==> src/rtl/capture_ctrl.sv <==
// Acquisition sequencer for the oscilloscope sample RAM: ring-buffer capture around a
// level/edge trigger with programmable pre-trigger history, then oldest-first readout.
module capture_ctrl #(
    parameter int DATA_SIZE = 12,
    parameter int ADDR_SIZE = 8
) (
    input  logic                 clk_i,
    input  logic                 rst_n_i,
    input  logic                 start_i,
    input  logic                 abort_i,
    input  logic                 force_trig_i,
    input  logic [ADDR_SIZE-1:0] pretrig_i,
    input  logic [DATA_SIZE-1:0] trig_level_i,
    input  logic                 trig_rising_i,
    input  logic                 sample_valid_i,
    input  logic [DATA_SIZE-1:0] sample_i,
    output logic                 mem_w_en_o,
    output logic [ADDR_SIZE-1:0] mem_w_addr_o,
    output logic [DATA_SIZE-1:0] mem_w_data_o,
    output logic [ADDR_SIZE-1:0] mem_r_addr_o,
    input  logic [DATA_SIZE-1:0] mem_r_data_i,
    output logic                 rd_valid_o,
    output logic [DATA_SIZE-1:0] rd_data_o,
    output logic                 rd_last_o,
    input  logic                 rd_ready_i,
    output logic                 busy_o,
    output logic                 triggered_o,
    output logic [ADDR_SIZE-1:0] trig_addr_o
);

    localparam int DEPTH = 2 ** ADDR_SIZE;
    localparam int CW    = ADDR_SIZE + 1;

    typedef enum logic [2:0] {IDLE, ARM, WAIT_TRIG, POST, READ} state_t;

    state_t               state_q, state_d;
    logic [ADDR_SIZE-1:0] w_ptr_q, r_ptr_q, pretrig_q, trig_addr_q;
    logic [CW-1:0]        cnt_q;
    logic [DATA_SIZE-1:0] level_q, prev_q;
    logic                 rising_q, prev_valid_q, triggered_q, force_pend_q;

    logic          capturing, wr_en, rise_hit, fall_hit, trig_hit, rd_fire, beat_last;
    logic [CW-1:0] post_init;

    assign capturing = (state_q == ARM) || (state_q == WAIT_TRIG) || (state_q == POST);
    assign wr_en     = capturing && sample_valid_i && !abort_i;
    assign rise_hit  = prev_valid_q && (prev_q < level_q) && (sample_i >= level_q);
    assign fall_hit  = prev_valid_q && (prev_q > level_q) && (sample_i <= level_q);
    assign trig_hit  = (state_q == WAIT_TRIG) && wr_en &&
                       (force_trig_i || force_pend_q || (rising_q ? rise_hit : fall_hit));
    assign post_init = CW'(DEPTH - 1) - CW'(pretrig_q);
    assign rd_fire   = (state_q == READ) && !abort_i && rd_ready_i;
    assign beat_last = (cnt_q == CW'(DEPTH - 1));

    always_comb begin
        // NOTE: default first so every path assigns state_d and no latch is inferred.
        state_d = state_q;
        if (abort_i) begin
            state_d = IDLE;
        end else begin
            case (state_q)
                IDLE:      if (start_i) state_d = (pretrig_i == '0) ? WAIT_TRIG : ARM;
                ARM:       if (wr_en && (cnt_q + CW'(1) == CW'(pretrig_q))) state_d = WAIT_TRIG;
                WAIT_TRIG: if (trig_hit) state_d = (post_init == '0) ? READ : POST;
                POST:      if (wr_en && (cnt_q == CW'(1))) state_d = READ;
                READ:      if (rd_fire && beat_last) state_d = IDLE;
                default:   state_d = IDLE;
            endcase
        end
    end

    always_ff @(posedge clk_i or negedge rst_n_i) begin
        if (!rst_n_i) state_q <= IDLE;
        else          state_q <= state_d;
    end

    always_ff @(posedge clk_i or negedge rst_n_i) begin
        if (!rst_n_i) begin
            w_ptr_q      <= '0;
            r_ptr_q      <= '0;
            cnt_q        <= '0;
            pretrig_q    <= '0;
            level_q      <= '0;
            rising_q     <= 1'b0;
            prev_q       <= '0;
            prev_valid_q <= 1'b0;
            triggered_q  <= 1'b0;
            trig_addr_q  <= '0;
            force_pend_q <= 1'b0;
        end else begin
            // NOTE: non-blocking assignments throughout so every register samples pre-edge values.
            if (wr_en) w_ptr_q <= w_ptr_q + ADDR_SIZE'(1);
            case (state_q)
                IDLE: if (start_i && !abort_i) begin
                    pretrig_q    <= pretrig_i;
                    level_q      <= trig_level_i;
                    rising_q     <= trig_rising_i;
                    cnt_q        <= '0;
                    prev_valid_q <= 1'b0;
                    force_pend_q <= 1'b0;
                end
                ARM: begin
                    if (wr_en) cnt_q <= cnt_q + CW'(1);
                    if (force_trig_i) force_pend_q <= 1'b1;
                end
                WAIT_TRIG: begin
                    if (wr_en) begin
                        prev_q       <= sample_i;
                        prev_valid_q <= 1'b1;
                    end else if (force_trig_i) begin
                        force_pend_q <= 1'b1;
                    end
                    if (trig_hit) begin
                        trig_addr_q  <= w_ptr_q;
                        triggered_q  <= 1'b1;
                        force_pend_q <= 1'b0;
                        cnt_q        <= post_init;
                        // With no post samples the trigger write is the last one.
                        if (post_init == '0) begin
                            r_ptr_q <= w_ptr_q + ADDR_SIZE'(1);
                            cnt_q   <= '0;
                        end
                    end
                end
                POST: if (wr_en) begin
                    cnt_q <= cnt_q - CW'(1);
                    if (cnt_q == CW'(1)) begin
                        r_ptr_q <= w_ptr_q + ADDR_SIZE'(1);
                        cnt_q   <= '0;
                    end
                end
                READ: if (rd_fire) begin
                    r_ptr_q <= r_ptr_q + ADDR_SIZE'(1);
                    cnt_q   <= cnt_q + CW'(1);
                    if (beat_last) triggered_q <= 1'b0;
                end
                default: ;
            endcase
            if (abort_i) triggered_q <= 1'b0;
        end
    end

    assign mem_w_en_o   = wr_en;
    assign mem_w_addr_o = w_ptr_q;
    assign mem_w_data_o = sample_i;
    assign mem_r_addr_o = r_ptr_q;
    assign rd_valid_o   = (state_q == READ) && !abort_i;
    assign rd_data_o    = mem_r_data_i;
    assign rd_last_o    = rd_valid_o && beat_last;
    assign busy_o       = (state_q != IDLE);
    assign triggered_o  = triggered_q;
    assign trig_addr_o  = trig_addr_q;

endmodule

==> config.mk <==
export PLATFORM = sky130hd
export DESIGN_NAME = capture_ctrl
export DESIGN_NICKNAME = d
export VERILOG_FILES = /design/src/rtl/capture_ctrl.sv
export SDC_FILE = /design/constraint.sdc
export NUM_CORES = 1
export LEC_CHECK = 0
export ABC_CLOCK_PERIOD_IN_PS = 7400
export CAP_MARGIN = 10
export CORE_ASPECT_RATIO = 2
export CORE_MARGIN = 1.5
export CORE_UTILIZATION = 35
export CTS_CLUSTER_DIAMETER = 120
export DETAILED_ROUTE_END_ITERATION = 8
export PLACE_DENSITY = 0.7
export SLEW_MARGIN = 20
export SYNTH_ARGS = -nofsm -noshare
export SYNTH_HDL_FRONTEND = slang
export SYNTH_SLANG_ARGS = --single-unit
==> constraint.sdc <==
create_clock -name clk_i -period 7.4 [get_ports clk_i]
set_clock_uncertainty 0.2 [all_clocks]
set_input_delay 0.74 -clock clk_i [delete_from_list [all_inputs] [get_ports clk_i]]
set_output_delay 0.74 -clock clk_i [all_outputs]
set_load 0.03 [all_outputs]
# Word level (Yosys, flattened, before mapping)
# Cells that the tools add are included.
dict set report totals {
  regBits 72
  output_inout_bits 53
}
dict set report classes {
  addsub 5
  n_lt_le_gt_ge 4
  n_eq_ne 23
  mux 36
  reduce_logical 38
}
# op n
set op_table {}
lappend op_table {{two-way mux 9 bit} 7}
lappend op_table {{case mux 9 bit (5 select lines)} 1}
lappend op_table {{two-way mux 8 bit} 5}
lappend op_table {{case mux 8 bit (3 select lines)} 1}
lappend op_table {{two-way mux 3 bit} 7}
lappend op_table {{inequality test 3 bit, second input constant} 6}
lappend op_table {{adder 8 x 1 -> 8 bit, second input constant} 2}
lappend op_table {{logical AND 1 bit} 15}
lappend op_table {{case mux 3 bit (5 select lines)} 1}
lappend op_table {{greater-or-equal comparator 12 bit} 1}
lappend op_table {{> comparator 12 bit} 1}
lappend op_table {{less-or-equal comparator 12 bit} 1}
lappend op_table {{less-than comparator 12 bit} 1}
lappend op_table {{inequality test 2 bit, second input constant} 6}
lappend op_table {{AND reduction 6 bit} 2}
lappend op_table {{nonzero test 3 bit} 4}
lappend op_table {{two-way mux 1 bit} 10}
lappend op_table {{adder 9 x 1 -> 9 bit, second input constant} 1}
lappend op_table {{equality test 9 x 1 -> 1 bit, second input constant} 1}
lappend op_table {{equality test 9 x 8 -> 1 bit} 1}
lappend op_table {{equality test 9 x 8 -> 1 bit, second input constant} 1}
lappend op_table {{logical NOT 9 bit} 1}
lappend op_table {{subtractor 8 x 8 -> 9 bit, first input constant} 1}
lappend op_table {{subtractor 9 x 1 -> 9 bit, second input constant} 1}
lappend op_table {{other kinds (18)} 28}

# Depth between registers and ports, before layout
# Gate-level depths: netlist (run 1).
dict set report logic_depth {
  ltp_word 10
  ltp_mapped 13
  depth_no_buf 12
}

# Worst setup path after synthesis (run 1)
# OpenSTA, ideal clock, no wires.
dict set report synth_path {
  path_type {register to output}
  startpoint {register state_q[1]}
  endpoint {output port rd_last_o}
  arrival_ps 2013
  path_slack_ps 4447
  path_stages_with_launch 7
  path_buffers 2
  cell_sequence {dfrtp_1 > buf_2 > nor2_1 > nand2_1 > clkbuf_1 > nor2_1 > and2_1}
}
dict set report synth_via {
  elab_chain_len 3
}
# element line
set synth_lines {}
lappend synth_lines {{start: declaration} 36} ;# state_t state_q, state_d;
lappend synth_lines {{start signal: assignment} 74} ;# else state_q <= state_d;
lappend synth_lines {{equality test 3 bit} 147} ;# assign rd_valid_o = (state_q == READ) && !abort_i;
lappend synth_lines {{logical AND 1 bit} 147}
lappend synth_lines {{via rd_valid_o} 22} ;# output logic rd_valid_o,
lappend synth_lines {{logical AND 1 bit} 149} ;# assign rd_last_o = rd_valid_o && beat_last;
lappend synth_lines {{end: declaration} 24} ;# output logic rd_last_o,
# The timed path passes the listed nets, and every way through them passes these cells.

# Worst setup path in the final report (run 1)
dict set report layout_path {
  startpoint {register state_q[1]}
  endpoint {output port rd_last_o}
}
dict set report layout_via {
  elab_chain_len 3
}
# element line
set layout_lines {}
lappend layout_lines {{equality test 3 bit} 147}
lappend layout_lines {{logical AND 1 bit} 147}
lappend layout_lines {{logical AND 1 bit} 149}
# Every way passes these cells.

==> Flow_metrics.wiki, run 1 <==
{| class="wikitable"
! Metric !! Value
|-
| Syn_nets || 567
|-
| Number of placed instances, taps included || 675
|-
| Violated checks || design-rule violations
|-
| Clock transition time at the flip-flop clock pins of the worst setup and hold paths || 60 ps
|-
| Average vias per placed instance || 5.53
|-
| Final nets || 616
|-
| Layout overhead on the synthesized area || 21.4%
|-
| Sequential cell area in the final layout || 1800 um^2
|-
| DRC violations left || 10
|-
| Fraction of the mapped netlist area in compound gates || 0.146
|-
| Multi-input gate area in the final layout || 2560 um^2
|-
| CP required || 6460 ps
|-
| Antenna violations before repair || 0
|-
| Fraction of layout cells with a size suffix above 1 || 0.141
|-
| Hold path endpoint || trig_addr_o[0]
|-
| Element type at the critical path end || output pin
|-
| WL/cell || 17.5 um
|-
| Synthesis Warnings || 0
|-
| Clock Path Buffers || 2
|-
| Total clock buffers created by CTS || 9
|-
| Placement Rows || 59
|-
| Antenna fix cells || 0
|-
| Fillers || 1236
|-
| Post-synth top area cell || dfrtp_1
|-
| Final number of setup-violating endpoints || 0
|-
| Worst Reg2Reg Path Length in Cells || 12
|-
| Count of cells resized by post-cts repair || 0
|-
| Total gr overflow || 0
|-
| FF+latch count, synth || 72
|-
| Overall die area || 14200 um^2
|-
| Result of the run || finished, violations left
|-
| Critical path start-end classification || reg2out
|-
| Sequential cell area fraction in the yosys report || 0.382
|-
| Minimum period implied by the final worst setup slack || 3950 ps
|-
| Number of synthesized flops with an enable pin || 0
|-
| Number of library cell types mapped by synthesis || 59
|-
| Crit share post-route || 0.534
|-
| Top cells by area, synth || dfrtp_1 (38%), mux2_2 (9.5%), ha_1 (8.0%)
|-
| WHS || 281 ps
|-
| First-pass GRT wire length || 20000 um
|-
| Source-to-sink clock delay at the later pin of the worst-skew pair || 340 ps
|-
| Placeable core region || 13100 um^2
|-
| Number of hold violations in the final report || 0
|-
| Port bufs || 80
|-
| Starting density of the core || 0.361
|-
| Worst r2r dst || state_q[1]
|-
| Slew @ Worst Pin || 936 ps
|-
| TritonCTS clock tree || yes
|-
| Number of stages on the worst hold path || 2
|-
| Source of the worst hold timing path || trig_addr_o[0]
|-
| Multiplexer share of the synthesized area || 0.106
|-
| Post-DRT Antenna Nets || 0
|-
| Router iterations before antenna repair || 6
|-
| Fraction of the mapped netlist area in simple logic gates || 0.155
|-
| Min-Delay Path Class || reg2reg
|-
| Final max-slew violation count || 0
|-
| Startpoint of the worst-slack reg-to-reg timing path || cnt_q[2]
|-
| RSZ-0062 raised after global routing || false
|-
| Max_cap viols || 0
|-
| Final Power || 0.00248 W
|-
| Mapped Avg Cell Area || 9.73 um^2
|-
| Worst slew margin relative to its limit || 0.376
|-
| 1st-iter DRT viols || 184
|-
| Number of global-route vias before repair || 4025
|-
| Number of buffers inserted to repair setup after CTS || 0
|-
| P_leak || 2.44 nW
|-
| Detail Placement HPWL || 9040 um
|-
| Vias after detailed routing || 3820
|-
| Cell count after synthesis || 485
|-
| Share of the synthesized area in the top cell type || 0.382
|-
| Ys async rst share || 1.00
|-
| Synthesized-area fraction occupied by adder cells || 0.0795
|-
| Setup Total Neg Slack || 0 ps
|-
| Top-level I/O count || 105
|-
| Hold bufs inserted after CTS || 0
|-
| Maximum clock rate || 0.253 GHz
|-
| Maximum number of pins on one net before global-route repair || 73
|-
| Fraction of synthesized cell area in xor and xnor cells || 0.0557
|-
| Vertical extent of the die || 167 um
|-
| Primary flip-flop cell chosen by synthesis mapping || dfrtp_1
|-
| Biggest fanout along the worst timing path || 20
|-
| Power per cell area || 432 nW/um^2
|-
| Cell Area, Synth || 4720 um^2
|-
| Layout Cells excl Fill || 691
|-
| Buffer cell driving the clock tree root || clkbuf_16
|-
| H-Tree Depth || 3
|-
| Cell with the most instances after synthesis || dfrtp_1
|-
| Dominant combinational cell family by area after synthesis || simple AND/OR/NAND/NOR gates
|-
| TritonCTS sink count || 72
|-
| Data arrival time of the critical path || 3010 ps
|-
| Top cells by instance count after synthesis || dfrtp_1 (72), nand2_1 (43), mux2_2 (40), a21oi_1 (31), ha_1 (30)
|-
| IR drop worst, VDD || 0.247 mV
|-
| R2R Setup Slk || 4000 ps
|-
| Wire length reported by the detailed router || 12100 um
|-
| Tot GR Track Use || 0.177
|-
| Final core utilization || 0.438
|-
| Sort of element at the start of the critical path || flip-flop
|-
| Routability congestion estimate || 0.918
|-
| Horizontal die dimension || 85.1 um
|}
layer usage:
layer	global-route usage	wire length [um]	vias to the layer above
li1	-	-	1816
met1	0.190	4600	1848
met2	0.321	6480	113
met3	0.0227	472	43
met4	0.105	531	0
met5	0	0	-
critical path: stages, from the launching register on:
cell,delay (ps)
dfrtp_1,620
nor2_1,540
nand2_1,350
nor2_1,320
and2_1,170
clkdlybuf4s50_1,660
area by class of cell:
cell class,instances,share of cell area
Multi-Input combinational cell,345,0.447
Clock buffer,9,0.0393
Inverter,24,0.0157
Clock inverter,7,0.00830
Sequential cell,72,0.314
Timing Repair Buffer,82,0.142
Tap cell,152,0.0332
per-stage QoR:
stage,cell area [um^2],worst slack (ps)
finish,5730,3450
global route,5730,3210
CTS,5720,3430
detailed placement,5450,3590
global placement,5450,3650
floorplan,4720,4450
cells in the final DEF (no fill, tap or decap), types with 5 or more instances in the layout:
cell / instances
clkdlybuf4s50_1: 79
nand4_1: 10
nand2b_1: 5
ha_1: 30
nand2_1: 43
a21oi_1: 31
nand3_1: 15
nor3_1: 14
xor2_1: 15
mux2_2: 40
a31oi_1: 6
o22ai_1: 12
clkbuf_16: 9
nor2_1: 23
dfrtp_1: 72
xnor2_1: 15
inv_1: 24
o21ai_0: 15
sequential cells by signal, summed over array words and instances (netlist names):
signal / flops
cnt_q: 9
mem_w_addr_o: 8
state_q: 3
prev_q: 12
triggered_o: 1
rising_q: 1
pretrig_q: 8
level_q: 12
force_pend_q: 1
mem_r_addr_o: 8
trig_addr_o: 8
prev_valid_q: 1
logic make-up (layout without fill, tap and decap cells):
kind of cell    after synthesis  after routing
mux                          45             45
compound gates               99             99
fa+ha+maj                    30             30
flops                        72             72
xor+xnor                     30             30
simple gates                141            141
buf+inv                      68            122
power breakdown:
part / internal (W) / total (W) / switching [W]
Combinational: 0.000585 / 0.00129 / 0.000703
Clock: 0.000226 / 0.000399 / 0.000173
Sequential: 0.000568 / 0.000789 / 0.000221
how the worst max path moves through the flow:
stage	endpoint	startpoint	slack, ps
floorplan	rd_last_o	state_q[1]	4450
CTS	rd_last_o	state_q[1]	3430
global placement	trig_addr_o[4]	sample_i[10]	3650
global route	rd_last_o	state_q[1]	3210
finish	rd_last_o	state_q[1]	3450
detailed placement	trig_addr_o[7]	sample_i[10]	3590
Note: power is estimated with default switching activity, not from simulation.
==> inputs of run 2 (changes only) <==
- ABC_CLOCK_PERIOD_IN_PS: 7400 -> 3200
- PLACE_DENSITY: 0.7 -> 0.72
- clock period: 7.4 -> 3.2 ns (I/O delays scaled with it)
==> run 2 against run 1 <==
The flow still finishes with violations (design-rule violations); register-to-register slack worse by 3800 ps; combinational power increased to 2.6 times the previous value; non-clock buffer count rose by 31; first-iteration DRC count rose by 38%; via count up 4.8%; die area unchanged; flip-flop and latch count did not move; count of clock-buffer cells in the layout up 1; final cell count is 4.5% higher; critical endpoint is now state_q[1]; largest power group unchanged.
==> Flow_metrics.wiki, run 2 (synthesis results as in run 1) <==
{| class="wikitable"
! Metric !! Value
|-
| Most frequent cells in the layout || clkdlybuf4s50_1 (79), dfrtp_1 (72), nand2_1 (43)
|-
| Biggest fanout along the worst timing path || 2 (-90%)
|-
| Area post-placement || 5690 um^2 (+4.4%)
|-
| Vias after detailed routing || 4002 (+4.8%)
|-
| Most common library cell in the layout ignoring fill and taps || clkdlybuf4s50_1
|-
| Sort of element at the start of the critical path || flip-flop
|-
| H-Tree Depth || 3 (unchanged)
|-
| Cell Chain, Critical Path || and2_1, and4_1, and3_1, ha_1, nand3_1, nor4_2, nand3_1, a31oi_1, nand4_1, o21ai_1, buf_4, mux2i_1, a21oi_1
|-
| Worst slew margin relative to its limit || 0.420 (+0.0435)
|-
| TritonCTS sink count || 72 (unchanged)
|-
| Max_cap viols || 0 (unchanged)
|-
| Maximum number of pins on one net before global-route repair || 38 (-48%)
|-
| Detail Placement HPWL || 9670 um (+7.0%)
|-
| Element type at the critical path end || flip-flop
|-
| Final nets || 647 (+5.0%)
|-
| Slew @ Worst Pin || 870 ps (-65.3 ps)
|-
| Critical path start-end classification || reg2reg
|-
| Crit share post-route || 0.936
|-
| Setup Total Neg Slack || 0 ps (unchanged)
|-
| Wire length reported by the detailed router || 12800 um (+5.6%)
|-
| Source-to-sink clock delay at the later pin of the worst-skew pair || 340 ps (about the same)
|-
| Final number of setup-violating endpoints || 0 (unchanged)
|-
| DRC violations left || 9 (-1)
|-
| Registers with the most flip-flops || level_q: 12 flops, prev_q: 12 flops, cnt_q: 9 flops
|-
| Power per cell area || 1010 nW/um^2 (+130%)
|-
| Horizontal die dimension || 85.1 um (unchanged)
|-
| Clock transition time at the flip-flop clock pins of the worst setup and hold paths || 60 ps (about the same)
|-
| Antenna fix cells || 0 (unchanged)
|-
| Clock Path Buffers || 2 (unchanged)
|-
| Fraction of layout cells with a size suffix above 1 || 0.186 (+0.0450)
|-
| Top-level I/O count || 105 (unchanged)
|-
| 1st-iter DRT viols || 253 (+38%)
|-
| Most repeated library cell on the critical path || nand3_1
|-
| WL/cell || 17.7 um (+1.0%)
|-
| Starting density of the core || 0.361 (unchanged)
|-
| Violated checks || design-rule violations
|-
| Port bufs || 80 (unchanged)
|-
| Number of buffers inserted to repair setup after CTS || 0 (unchanged)
|-
| Maximum clock rate || 0.334 GHz
|-
| Tot GR Track Use || 0.189 (+0.0124)
|-
| Buffer cell driving the clock tree root || clkbuf_16
|-
| Fillers || 1215 (-1.7%)
|-
| Data arrival time of the critical path || 3020 ps (about the same)
|-
| Critical-path cell with the highest stage delay || dfrtp_1
|-
| Placeable core region || 13100 um^2 (unchanged)
|-
| Router iterations before antenna repair || 8 (+2)
|-
| Slowest cell delay on critical path || 370 ps (-290 ps)
|-
| Cell area after layout || 6040 um^2 (+5.4%)
|-
| Antenna violations before repair || 0 (unchanged)
|-
| Average vias per placed instance || 5.54 (+0.27%)
|-
| Vertical extent of the die || 167 um (unchanged)
|-
| RSZ-0062 raised after global routing || false
|-
| Layout overhead on the synthesized area || 27.9%
|-
| Final max-slew violation count || 0 (unchanged)
|-
| CP required || 3220 ps (-3240 ps)
|-
| Overall die area || 14200 um^2 (unchanged)
|-
| Number of placed instances, taps included || 705 (+4.4%)
|-
| Minimum period implied by the final worst setup slack || 2990 ps
|-
| Placement Rows || 59 (unchanged)
|-
| Routability congestion estimate || 0.912 (-0.66%)
|-
| Final core utilization || 0.462 (+0.0235)
|-
| TritonCTS clock tree || yes
|-
| First-pass GRT wire length || 21100 um (+5.8%)
|-
| Min-Delay Path Class || reg2reg
|-
| Result of the run || finished, violations left
|-
| Number of global-route vias before repair || 4254 (+5.7%)
|-
| Post-DRT Antenna Nets || 0 (unchanged)
|-
| P_leak || 2.63 nW (+7.7%)
|-
| Total clock buffers created by CTS || 9 (unchanged)
|-
| Total gr overflow || 0 (unchanged)
|-
| IR drop worst, VDD || 0.541 mV (+120%)
|-
| Number of hold violations in the final report || 0 (unchanged)
|-
| Layout Cells excl Fill || 722 (+4.5%)
|}
[run 2: cell types whose count changed in the layout (fill, tap and decap cells not counted), moves of 2 or more]
cell,before,now
buf_4,2,31
bufinv_16,0,2
clkinv_2,3,1
clkinvlp_4,2,0
[run 2: per-stage QoR]
step | hold slack (ps) | worst slack, ps | power, W
2_1_floorplan | -176 | 427 | 0.00394
3_3_place_gp | 274 | 54.0 | 0.00489
3_5_place_dp | 279 | 34.1 | 0.00499
4_1_cts | 293 | 77.1 | 0.00615
5_1_grt | 323 | 5.77 | 0.00656
6_report | 300 | 206 | 0.00612
[run 2: area by class of cell]
class / instances / area [um^2] / share of cell area
inverters: 24 / 90.1 / 0.0149
clock inverters: 6 / 91.3 / 0.0151
flip-flops and latches: 72 / 1800 / 0.299
well taps: 152 / 190 / 0.0315
clock buffers: 10 / 239 / 0.0396
repair buffers: 113 / 1060 / 0.175
multi-input cells: 345 / 2560 / 0.425
[run 2: what timing repair did]
action / CTS / global route
hold buffers: 1 / 0
endpoints found under the setup margin: 0 / 1
gates resized for setup: 0 / 2
hold endpoints to repair: 36 / 0
[run 2: worst paths after layout]
kind / startpoint / to / slack [ps] / cells after the start
max in group asynchronous: rst_n_i / mem_r_addr_o[2] / 1660 / 3
worst max register to register: cnt_q[3] / state_q[1] / 210 / 13
worst max-delay path: cnt_q[3] / state_q[1] / 210 / 13
worst min-delay path: prev_q[0] / prev_q[0] / 300 / 2
worst min register to register: prev_q[0] / prev_q[0] / 300 / 2
min in group asynchronous: rst_n_i / level_q[3] / 430 / 2
[run 2: critical path, delay by kind of cell, from the launching register on]
family	cells	cell delay, ps
compound gates	3	430
mux	1	170
buf+inv	1	150
simple gates	7	1230
fa+ha+maj	1	310
flops	1	370
[run 2: where the power goes]
| group | leakage [nW] | internal [W] | switching [W] |
|---|---|---|---|
| Combinational | 1.57 | 0.00148 | 0.00184 |
| Sequential | 0.902 | 0.00132 | 0.000362 |
| Clock | 0.163 | 0.000708 | 0.000406 |
| Total | 2.63 | 0.00351 | 0.00261 |
[run 2: metal layers]
| metal | part of all wire | up-vias | global-route usage |
|---|---|---|---|
| met2 | 0.56 | 129 | 0.350 |
| met3 | 0.042 | 29 | 0.0330 |
| met4 | 0.035 | 0 | 0.101 |
| li1 | - | 1876 | - |
| met1 | 0.36 | 1968 | 0.197 |
| met5 | 0 | - | 0 |
==> inputs of run 3 (changes only) <==
- ABC_CLOCK_PERIOD_IN_PS: 3200 -> 2700
- clock period: 3.2 -> 2.7 ns (I/O delays scaled with it)
==> run 3 against run 2 <==
The run ends with design-rule violations, negative setup slack left; die area stayed put; fmax is 6.3% higher; cell area is 12% higher; worst hold slack worse by 61 ps; power is 37% higher; non-clock buffer count is 29 higher; via count is 5.4% higher; clock power hardly changed; flip-flop and latch count stayed put; critical path type unchanged; largest cell class unchanged; largest power group unchanged; highest routed layer unchanged.
==> Flow_metrics.wiki, run 3 (synthesis results as in run 1) <==
{| class="wikitable"
! Metric !! Value
|-
| Result of the run || finished, violations left
|-
| Violated checks || design-rule violations, negative setup slack
|-
| RSZ-0062 raised after global routing || true
|-
| Layout overhead on the synthesized area || 42.7%
|-
| Overall die area || 14200 um^2 (unchanged)
|-
| Layout Cells excl Fill || 751 (+4.0%)
|-
| Sort of element at the start of the critical path || flip-flop
|-
| Critical path start-end classification || reg2reg
|-
| Port bufs || 80 (unchanged)
|-
| WL/cell || 19.2 um (+8.6%)
|-
| Minimum period implied by the final worst setup slack || 2820 ps (-177 ps)
|-
| CP required || 2720 ps (-500 ps)
|-
| Detailed-routed wire length on met3 || 527 um (-0.57%)
|-
| Number of buffer and inverter stages on the critical path || 1 (unchanged)
|-
| TritonCTS clock tree || yes
|-
| Detail Placement HPWL || 10300 um (+7.0%)
|-
| Registers with the most flip-flops || level_q: 12 flops, prev_q: 12 flops, cnt_q: 9 flops
|-
| Number of global-route vias before repair || 4507 (+5.9%)
|-
| DRC violations left || 9 (unchanged)
|-
| Placement Rows || 59 (unchanged)
|-
| Clock Path Buffers || 2 (unchanged)
|-
| H-Tree Depth || 3 (unchanged)
|-
| Router iterations before antenna repair || 8 (unchanged)
|-
| 1st-iter DRT viols || 205 (-19%)
|-
| Worst Reg2Reg Path Length in Cells || 11 (-2)
|-
| Min-Delay Path Class || in2async
|-
| Final nets || 676 (+4.5%)
|-
| Horizontal die dimension || 85.1 um (unchanged)
|-
| Most common library cell in the layout ignoring fill and taps || clkdlybuf4s50_1
|-
| Tot GR Track Use || 0.200 (+0.0106)
|-
| Starting density of the core || 0.361 (unchanged)
|-
| First-pass GRT wire length || 22200 um (+5.2%)
|-
| Slew @ Worst Pin || 800 ps (-70.5 ps)
|-
| R2R Setup Slk || -120 ps (-320 ps)
|-
| Antenna violations before repair || 0 (unchanged)
|-
| Element type at the critical path end || flip-flop
|-
| Top-level I/O count || 105 (unchanged)
|-
| Number of placed instances, taps included || 727 (+3.1%)
|-
| Category of cells accounting for the largest share of critical-path delay || compound AO/OA/AOI/OAI gates
|-
| Most frequent cells in the layout || clkdlybuf4s50_1 (76), dfrtp_1 (72), buf_4 (52)
|-
| Biggest fanout along the worst timing path || 6 (+4)
|-
| Slowest cell delay on critical path || 390 ps (+20 ps)
|-
| Data arrival time of the critical path || 2840 ps (-180 ps)
|-
| Placeable core region || 13100 um^2 (unchanged)
|-
| Source-to-sink clock delay at the later pin of the worst-skew pair || 340 ps (about the same)
|-
| Routability congestion estimate || 0.933 (+2.3%)
|-
| Vias after detailed routing || 4218 (+5.4%)
|-
| Antenna fix cells || 0 (unchanged)
|-
| Max_cap viols || 0 (unchanged)
|-
| TritonCTS sink count || 72 (unchanged)
|-
| Maximum number of pins on one net before global-route repair || 31 (-18%)
|-
| Number of hold violations in the final report || 0 (unchanged)
|-
| Fraction of layout cells with a size suffix above 1 || 0.332 (+0.146)
|-
| Average vias per placed instance || 5.62 (+1.3%)
|-
| Startpoint of the worst-slack reg-to-reg timing path || level_q[5]
|-
| WHS || 239 ps (-60.6 ps)
|-
| Wire length reported by the detailed router || 14400 um (+13%)
|-
| Maximum clock rate || 0.355 GHz (+6.3%)
|-
| Vertical extent of the die || 167 um (unchanged)
|-
| Final max-slew violation count || 0 (unchanged)
|-
| Setup WS post-layout || -118 ps (-323 ps)
|-
| Total gr overflow || 0 (unchanged)
|-
| Met1 Routed Length || 5070 um (+9.8%)
|-
| Clock transition time at the flip-flop clock pins of the worst setup and hold paths || 60 ps (about the same)
|-
| Post-DRT Antenna Nets || 0 (unchanged)
|-
| Worst r2r dst || cnt_q[2]
|-
| Final number of setup-violating endpoints || 26 (+26)
|-
| Crit share post-route || 1.04 (+0.108)
|-
| Power per cell area || 1250 nW/um^2 (+23%)
|-
| Total clock buffers created by CTS || 9 (unchanged)
|-
| Critical-path cell with the highest stage delay || dfrtp_1
|-
| Buffer cell driving the clock tree root || clkbuf_16
|-
| Met2 wirelength from detailed routing || 8110 um (+13%)
|-
| Uppermost layer routed || met4
|-
| Cell Chain, Critical Path || inv_2, ha_4, a21oi_2, o21ai_2, a21oi_1, o211a_1, mux2i_2, a2bb2oi_4, nor2_4, a211o_1, a32o_1
|-
| Worst slew margin relative to its limit || 0.461 (+0.0414)
|-
| P_leak || 2.82 nW (+7.0%)
|-
| IR drop worst, VDD || 0.732 mV (+36%)
|}
run 3: cell count changes in the layout (fill, tap and decap cells not counted), sizes merged:
cell / delta
buf: +31
bufinv: -2
clkbuf: +3
clkdlybuf4s50: -3
clkinv: -2
clkinvlp: +2
run 3: worst max-delay path by stage:
stage                      start         end  slack (ps)  cells after the start
floorplan               cnt_q[3]  state_q[1]          10                     13
global placement     sample_i[1]    cnt_q[1]        -330                     11
detailed placement  sample_i[10]    cnt_q[2]        -420                     11
CTS                     cnt_q[2]  state_q[1]         -60                     12
global route          level_q[3]    cnt_q[2]        -230                     10
finish                level_q[5]    cnt_q[2]        -120                     11
run 3: per-stage QoR:
stage	util	cell area (um^2)	power [W]	setup TNS, ps	setup slack (ps)
CTS	0.491	6420	0.00782	-214	-63.9
floorplan	-	4720	0.00467	0	14.4
global route	0.515	6740	0.00892	-5040	-235
finish	0.515	6740	0.00841	-1410	-118
global placement	0.449	5860	0.00607	-7380	-326
detailed placement	0.449	5860	0.00620	-9850	-421
run 3: cell type report:
type | count | area, um^2
Fill cell | 1134 | 6330
Multi-Input combinational cell | 345 | 3030
Sequential cell | 72 | 1800
Timing Repair Buffer | 142 | 1350
Clock buffer | 12 | 246
Tap cell | 152 | 190
Inverter | 24 | 90.1
Clock inverter | 4 | 28.8
run 3: power by group:
part           switching [W]  internal, W
clock network       0.000481     0.000650
registers           0.000477      0.00156
logic                0.00271      0.00254
total                0.00367      0.00475
run 3: what timing repair did:
action / in CTS / in global routing
gates cloned: 0 / 1
endpoints found under the setup margin: 28 / 29
gates resized for setup: 49 / 44
hold buffers: 1 / 0
buffers inserted: 3 / 4
pin swaps: 31 / 25
hold endpoints to repair: 20 / 0
run 3: layer usage:
metal  global-route usage  vias to the layer above
met3               0.0310                       45
met5                    0                        -
met4                0.113                        0
met2                0.380                      138
li1                     -                     1937
met1                0.198                     2098
